`config.mk`:
```
export PLATFORM = sky130hd
export DESIGN_NAME = mem_burst_reader_flat
export DESIGN_NICKNAME = d
export VERILOG_FILES = /design/src/rtl/mem_burst_reader_if.sv /design/src/rtl/mem_burst_reader.sv /design/src/flat_wrapper.sv
export SDC_FILE = /design/constraint.sdc
export NUM_CORES = 1
export LEC_CHECK = 0
export ABC_AREA = 1
export BUFFER_PORTS_ARGS = -buffer_cell sky130_fd_sc_hd__buf_2
export CAP_MARGIN = 25
export CORE_MARGIN = 3
export CORE_UTILIZATION = 50
export DETAILED_ROUTE_END_ITERATION = 7
export GPL_ROUTABILITY_DRIVEN = 0
export HOLD_SLACK_MARGIN = 0.12
export PLACE_DENSITY = 0.84
export SLEW_MARGIN = 20
export SYNTH_ARGS = -nofsm -noshare
export SYNTH_HDL_FRONTEND = slang
export SYNTH_SLANG_ARGS = --single-unit
export TNS_END_PERCENT = 30
```
`constraint.sdc`:
```
create_clock -name clk -period 2.4 [get_ports clk]
set_input_delay 0.48 -clock clk [delete_from_list [all_inputs] [get_ports clk]]
set_output_delay 0.48 -clock clk [all_outputs]
set_load 0.01 [all_outputs]
```
`src/rtl/mem_burst_reader_if.sv`:
```
// Bus bundle for mem_burst_reader: the ram-side read port and the
// valid/ready output stream.
//   master : the burst reader (drives ram address/cs/web, stream data/valid)
//   slave  : the environment (drives ram q, stream ready)
interface mem_burst_reader_if #(
    parameter int DATA_WIDTH = 64,
    parameter int ADDR_WIDTH = 16
);
    logic [ADDR_WIDTH-1:0] mem_addr;
    logic                  mem_cs;
    logic                  mem_web;
    logic [DATA_WIDTH-1:0] mem_q;
    logic [DATA_WIDTH-1:0] out_data;
    logic                  out_valid;
    logic                  out_ready;

    modport master (
        output mem_addr, mem_cs, mem_web, out_data, out_valid,
        input  mem_q, out_ready
    );

    modport slave (
        input  mem_addr, mem_cs, mem_web, out_data, out_valid,
        output mem_q, out_ready
    );
endinterface

```
`src/rtl/mem_burst_reader.sv`:
```
// Burst read engine: reads len consecutive ram words starting at base_addr
// and streams them over valid/ready through a DEPTH-entry FIFO, so the
// ram read sequence only pauses when the FIFO is full.
// Ports:
//   clk, rst_n        clock, async active-low reset
//   start             burst request (sampled only while idle)
//   base_addr, len    burst first address / word count, captured on start
//   busy, done        burst in progress / one-cycle end-of-burst pulse
//   bus (master)      mem_addr/mem_cs/mem_web/mem_q ram port,
//                     out_data/out_valid/out_ready stream
module mem_burst_reader #(
    parameter int DATA_WIDTH = 64,
    parameter int ADDR_WIDTH = 16,
    parameter int LEN_WIDTH  = 16,
    parameter int DEPTH      = 4
) (
    input  logic                  clk,
    input  logic                  rst_n,
    input  logic                  start,
    input  logic [ADDR_WIDTH-1:0] base_addr,
    input  logic [LEN_WIDTH-1:0]  len,
    output logic                  busy,
    output logic                  done,
    mem_burst_reader_if.master    bus
);

    localparam int PW = $clog2(DEPTH);
    localparam int CW = PW + 1;
    localparam logic [CW-1:0] FULL = CW'(DEPTH);

    typedef enum logic [1:0] {S_IDLE, S_READ, S_DRAIN, S_DONE} state_t;

    state_t                state;
    logic [DATA_WIDTH-1:0] fifo [DEPTH];
    logic [PW-1:0]         wptr, rptr;
    logic [CW-1:0]         count, count_nxt;
    logic [ADDR_WIDTH-1:0] cur_addr, cur_addr_nxt;
    logic [LEN_WIDTH-1:0]  len_q, issued, issued_nxt, popped, popped_nxt;
    logic                  push, pop;

    // mem_cs is registered and only ever high in READ, so an asserted cs
    // always means "this cycle's mem_q goes into the FIFO".
    assign push          = bus.mem_cs;
    assign pop           = bus.out_valid & bus.out_ready;
    assign bus.out_valid = (count != '0);
    assign bus.out_data  = fifo[rptr];
    assign bus.mem_web   = 1'b1;

    assign count_nxt    = count + CW'(push) - CW'(pop);
    assign cur_addr_nxt = cur_addr + ADDR_WIDTH'(push);  // wraps mod 2^ADDR_WIDTH
    assign issued_nxt   = issued + LEN_WIDTH'(push);
    assign popped_nxt   = popped + LEN_WIDTH'(pop);

    // Output FIFO; pointers wrap naturally because DEPTH is a power of two.
    always_ff @(posedge clk or negedge rst_n) begin
        if (!rst_n) begin
            wptr  <= '0;
            rptr  <= '0;
            count <= '0;
            for (int i = 0; i < DEPTH; i++) fifo[i] <= '0;
        end else begin
            if (push) begin
                fifo[wptr] <= bus.mem_q;
                wptr       <= wptr + 1'b1;
            end
            if (pop) rptr <= rptr + 1'b1;
            count <= count_nxt;
        end
    end

    // Control FSM. mem_cs/mem_addr are decided one cycle ahead from the
    // post-edge FIFO occupancy, so out_ready never reaches the ram port
    // combinationally and a pop only frees issue space for the next cycle.
    always_ff @(posedge clk or negedge rst_n) begin
        if (!rst_n) begin
            state        <= S_IDLE;
            busy         <= 1'b0;
            done         <= 1'b0;
            bus.mem_cs   <= 1'b0;
            bus.mem_addr <= '0;
            cur_addr     <= '0;
            len_q        <= '0;
            issued       <= '0;
            popped       <= '0;
        end else begin
            cur_addr <= cur_addr_nxt;
            issued   <= issued_nxt;
            popped   <= popped_nxt;
            case (state)
                S_IDLE: begin
                    if (start) begin
                        len_q    <= len;
                        issued   <= '0;
                        popped   <= '0;
                        cur_addr <= base_addr;
                        busy     <= 1'b1;
                        if (len == '0) begin
                            state <= S_DONE;
                            done  <= 1'b1;
                        end else begin
                            state        <= S_READ;
                            bus.mem_cs   <= 1'b1;
                            bus.mem_addr <= base_addr;
                        end
                    end
                end
                S_READ: begin
                    if (issued_nxt == len_q) begin
                        state      <= S_DRAIN;
                        bus.mem_cs <= 1'b0;
                    end else begin
                        bus.mem_cs <= (count_nxt < FULL);
                        // Address only moves when a read will actually issue.
                        if (count_nxt < FULL) bus.mem_addr <= cur_addr_nxt;
                    end
                end
                S_DRAIN: begin
                    // The last word is pushed on the READ->DRAIN edge, so at
                    // least one pop always happens here.
                    if (popped_nxt == len_q) begin
                        state <= S_DONE;
                        done  <= 1'b1;
                    end
                end
                S_DONE: begin
                    state <= S_IDLE;
                    busy  <= 1'b0;
                    done  <= 1'b0;
                end
                default: state <= S_IDLE;
            endcase
        end
    end

endmodule

```
`src/flat_wrapper.sv`:
```
// flat-port wrapper written by rule: the top's interface ports become plain ports
module mem_burst_reader_flat 
#(
    parameter int DATA_WIDTH = 64,
    parameter int ADDR_WIDTH = 16,
    parameter int LEN_WIDTH  = 16,
    parameter int DEPTH      = 4
)
  (clk, rst_n, start, base_addr, len, busy, done, bus_mem_addr, bus_mem_cs, bus_mem_web, bus_out_data, bus_out_valid, bus_mem_q, bus_out_ready);
  mem_burst_reader_if #(.DATA_WIDTH(DATA_WIDTH), .ADDR_WIDTH(ADDR_WIDTH)) bus_i ();
  input  logic clk;
  input  logic rst_n;
  input  logic start;
  input  logic [ADDR_WIDTH-1:0] base_addr;
  input  logic [LEN_WIDTH-1:0] len;
  output logic busy;
  output logic done;
  output wire logic [$bits(bus_i.mem_addr)-1:0] bus_mem_addr;
  output wire logic [$bits(bus_i.mem_cs)-1:0] bus_mem_cs;
  output wire logic [$bits(bus_i.mem_web)-1:0] bus_mem_web;
  output wire logic [$bits(bus_i.out_data)-1:0] bus_out_data;
  output wire logic [$bits(bus_i.out_valid)-1:0] bus_out_valid;
  input wire logic [$bits(bus_i.mem_q)-1:0] bus_mem_q;
  input wire logic [$bits(bus_i.out_ready)-1:0] bus_out_ready;
  assign bus_mem_addr = bus_i.mem_addr;
  assign bus_mem_cs = bus_i.mem_cs;
  assign bus_mem_web = bus_i.mem_web;
  assign bus_out_data = bus_i.out_data;
  assign bus_out_valid = bus_i.out_valid;
  assign bus_i.mem_q = bus_mem_q;
  assign bus_i.out_ready = bus_out_ready;
  mem_burst_reader #(.DATA_WIDTH(DATA_WIDTH), .ADDR_WIDTH(ADDR_WIDTH), .LEN_WIDTH(LEN_WIDTH), .DEPTH(DEPTH)) u_core (.clk(clk), .rst_n(rst_n), .start(start), .base_addr(base_addr), .len(len), .busy(busy), .done(done), .bus(bus_i));
endmodule
```
==> results by stage <==
Finish:
- The relative area change from synthesis to final layout is 21.4%.
- The multi-input combinational cells in the finished layout cover a total of ~6800 sq um.
- The final-layout fill cell count is about 2500.
- In the final layout, flip-flops and latches occupy approximately 8700 sq um.
- The number of diodes added for antenna fixing is 0.
- The proportion of layout cells with a drive suffix above 1 is 17.4%.
- The non-filler instance count after layout is roughly 2600.
- For this run, the post-layout net count is 2300.

Timing:
- After layout, the worst setup slack is -0.0778 ns.
- The count of final hold-check violations is 0.
- The number of max-slew violations in the final report is 0.
- The worst slack on hold paths is 0.189 ns.
- The minimum period implied by the final worst setup slack is roughly 2.5 ns.
- Setup repair after global routing could not meet its margin everywhere.
- In the finished design, the share of the clock period the worst path needs comes to 103%.
- For this run, the top clock speed supported by timing is approximately 400 MHz.
- In this run the tightest slew margin relative to its limit is a little over three fifths.
- The actual transition at the worst max-transition pin is ~0.55 ns.
- Across the routed clock network, the largest skew measured is 0.0153 ns.
- The setup-violating endpoint count in the final report is 19.

Synth:
- Yosys mapped a number of flops with a built-in enable equal to 0.
- The average size of a mapped cell is 8.16 sq um.
- For this run, the number of Yosys warnings is 0.
- The sequential-to-total area share from yosys stat is between 50% and 60%.
- Among all flip-flop cells after synthesis, the most frequent one is dfrtp_1.
- The net count of the mapped netlist is 2110.
- The post-synthesis instance area is between 15000 and 20000 sq um.
- The biggest area consumer among synthesized cells is dfrtp_1.
- The register bit count reported by yosys is between 300 and 400.
- The async set-reset flop share out of synthesis is 100%.
- By area the synthesized netlist is led by dfrtp_1 (54%), o21ai_0 (13%), nand2_1 (12%).
- The synthesized netlist contains 39 unique library cells.
- The gate count after technology mapping is approximately 2000.
- The share of the synthesized area in the top cell type is 53.6%.

GRT:
- The via count of the first global-routing pass was roughly 14000.
- The total overflow left after global routing is 0.
- Global routing consumed, over all layers together, between 20% and 30% of the routing resources.
- The number of antenna violations at the first check in global routing was 1.
- Entering global routing, the biggest net connects between 100 and 150 pins.
- The wire length of the first global-routing pass is slightly below 70000 um.

Clocking:
- The clock net in this run drives a total of about 350 sinks.
- The worst-skew pair later-pin latency is 0.53 ns.
- The maximum number of buffers from clock root to sink is 3.
- The clock tree synthesis step divided the H-tree into 2 levels.
- TritonCTS built the clock tree.
- After clock tree synthesis, the clock-pin slew on the worst setup and hold paths is 0.06 ns.
- The root cell of the clock tree is clkbuf_16.
- The clock buffer count from CTS is 37.

Pwr:
- The part of the total power dissipated in combinational logic is between 40% and 50%.
- The total net switching power is around 12000 uW.
- Of the total power, the clock network draws 18.6%.
- Across the VDD grid, the largest voltage drop is between 0.001 and 0.0015 V.
- Internal power comes to around 17000 uW.
- The overall power consumption is a little under 30000 uW.
- In this run the power density over the cells is approximately 1500 nW/um^2.
- The standby leakage power is between 0.009 and 0.01 uW.
- Of the total power, registers draw 35.2%.
- The switching fraction of total power is around 42%.

Critical path:
- The kind of end point of the critical path is a register.
- For this run, the slowest stage of the critical path takes approximately 0.40 ns.
- The slowest library cell on the worst path is dfrtp_1.
- The worst flop-to-flop path startpoint is u_core.count[2].
- The most frequent cell on the critical path is ha_4.
- On the critical path the largest part of the delay comes from adder cells.
- The worst register-to-register path has a depth of 12.
- At the worst endpoint, the arrival time is 2.89 ns.
- The biggest fanout along the worst timing path is 6.
- The setup check on the worst reg-to-reg path leaves a slack of -0.08 ns.
- The critical path is of the reg -> reg type.
- Together, buffers and inverters on the worst path number 3.
- STA puts the critical path data required time at 2.81 ns.
- The element type at the critical path start is a register.
- The endpoint of the lowest-slack register-to-register path is u_core.bus.mem_addr[0].
- The critical path goes through nor2_2 > a21boi_2 > buf_4 > ha_4 > inv_2 > ha_4 > fa_2 > xor2_2 > nand2_4 > buf_6 > nand4_1 > nand2_1.

Drt:
- The number of vias after detailed routing is around 15000.
- In the routed design, unresolved DRC markers number 0.
- Once detail routing completed, the nets flagged for antenna violations numbered 0.
- The count of routing violations after the opening detailed-route iteration is around 1300.
- Before antenna repair, the detailed router went through 7 iterations.
- Using the TritonRoute via totals, the vias-per-cell ratio works out to ~5.6.
- Wires add up to 45400 um.
- After detailed routing, the average wire length per cell comes to roughly 17 um.

Placement:
- After legalization and detailed placement, the total HPWL measured 26900 um.
- During placement, the flow inserted port buffers numbering 183.
- In this run, placement finished with an instance count of 2550.
- The setup slack at placement is -0.318 ns.

Outcome:
- The flow ran to the end, but the final reports show violations.
- The final reports fail on negative setup slack.

Run:
- Across the run, the number of max-cap violations was 0.

Floorplan:
- The overall die width is 186 um.
- After floorplanning, the core was divided into 65 placement rows.
- The die is between 150 and 200 um tall.
- The area of the core is 31800 sq um.
- The initial utilization of the core area, before any placement, comes to between 50% and 60%.
- Pin placement for this block handled 185 I/O pins.
- The area enclosed by the die boundary is roughly 35000 sq um.

Worst hold path:
- For hold timing, the worst endpoint is u_core.len_q[9].
- In this run the worst hold path is classified as in -> reg.
- The worst hold path depth is 3.
- The startpoint of the most critical hold path is len[9].
metal layers:
metal | vias to the layer above | routed length, um | global-route usage [%]
li1 | 6920 | - | -
met2 | 674 | 21700 | 39.5
met4 | 2 | 1180 | 7.36
met1 | 7148 | 18600 | 32.4
met3 | 103 | 3850 | 4.18
met5 | - | 13 | 0
kinds of logic (layout without fill, tap and decap cells):
kind of cell               Yosys count  after routing  synth area share (%)
and+or+nand+nor                    814            816                  20.4
AOI/OAI and AO/OA                  516            516                  16.5
DFF                                348            348                  53.6
buffers and inverters              267            482                  6.25
xor gates and xnor gates            28             28                  1.78
adders and majority gates           18             18                  1.43
other                                1              1                0.0231
worst reg2reg max path: stages, from the launching register on:
cell	delay, ns
dfrtp_1	0.40
nor2_2	0.15
a21boi_2	0.09
buf_4	0.15
ha_4	0.25
inv_2	0.04
ha_4	0.15
fa_2	0.39
xor2_2	0.25
nand2_4	0.15
buf_6	0.18
nand4_1	0.10
nand2_1	0.06
cell usage in the layout (no fill, tap or decap), types with 19 or more instances in the layout:
| master | netlist | final |
|---|---|---|
| inv_1 | 145 | 140 |
| buf_2 | 1 | 182 |
| nand4_1 | 31 | 31 |
| o21ai_1 | 2 | 19 |
| nand3_1 | 64 | 59 |
| buf_4 | 1 | 50 |
| nand2_1 | 504 | 489 |
| o21ai_0 | 431 | 412 |
| nor2_1 | 189 | 180 |
| dfrtp_1 | 348 | 346 |
| o22ai_1 | 65 | 63 |
| clkbuf_16 | 0 | 43 |
flip-flops by register name, summed over array words and instances (netlist names):
| register | count |
|---|---|
| u_core.wptr | 2 |
| u_core.state | 2 |
| u_core.issued | 16 |
| u_core.busy | 1 |
| u_core.popped | 16 |
| u_core.bus.mem_addr | 16 |
| u_core.done | 1 |
| u_core.len_q | 16 |
| u_core.count | 3 |
| u_core.bus.mem_cs | 1 |
| u_core.rptr | 2 |
| u_core.fifo | 256 |
| u_core.cur_addr | 16 |
area by class of cell:
cell class / instances / area share (%)
sequential: 348 / 44.2
multi-input combinational: 1379 / 34.5
clock inverter: 6 / 0.298
timing repair buffer: 266 / 9.78
clock buffer: 60 / 5.59
tap: 435 / 2.76
inverter: 150 / 2.93
metrics by stage:
step / cell area [sq um] / TNS, ns / util [%]
2_1_floorplan: 16300 / 0 / -
3_3_place_gp: 17900 / -3.24 / 56.4
3_5_place_dp: 17900 / -4.49 / 56.4
4_1_cts: 19300 / -0.164 / 60.6
5_1_grt: 19700 / -3.08 / 62.0
6_report: 19700 / -0.787 / 62.0
repair_timing:
| action | 4_1_cts | 5_1_grt |
|---|---|---|
| cloned | 2 | 9 |
| setup endpoints to repair | 34 | 82 |
| resized for setup | 20 | 73 |
| pin swaps | 10 | 53 |
| hold endpoints to repair | 54 | 0 |
| buffers inserted | 8 | 9 |
| hold buffers | 1 | 0 |
worst max-delay path by stage:
stage,cells past startpoint,from,slack [ns],to
2_1_floorplan,12,u_core.bus.mem_cs,0.02,u_core.bus.mem_addr[12]
3_3_place_gp,19,bus_out_ready,-0.26,u_core.state[1]
3_5_place_dp,19,bus_out_ready,-0.32,u_core.state[0]
4_1_cts,5,u_core.rptr[0],-0.04,bus_out_data[25]
5_1_grt,20,u_core.count[2],-0.22,u_core.state[0]
6_report,12,u_core.count[2],-0.08,u_core.bus.mem_addr[0]
power by group through the flow:
stage	clock network [uW]	logic, uW	registers (uW)
after floorplan	0	7920	9870
after global placement	0	11600	10100
after detailed placement	0	12100	10300
after CTS	5540	12400	10200
after global routing	5810	15100	10600
final	5460	13600	10300
synthesized netlist by cell type, drive strengths merged (2+ instances only):
cell    instances
o22ai          65
inv           147
dfrtp         348
o21ai         433
nand2         506
buf             4
nor3            5
clkinv          3
ha             17
nor2          197
nand3b          2
xor3            2
clkbuf        113
nand4          32
a21oi          12
o21bai          4
nor4            2
xnor2           9
nand3          67
xor2           16
No activity file was read; power rests on OpenSTA's default activity.
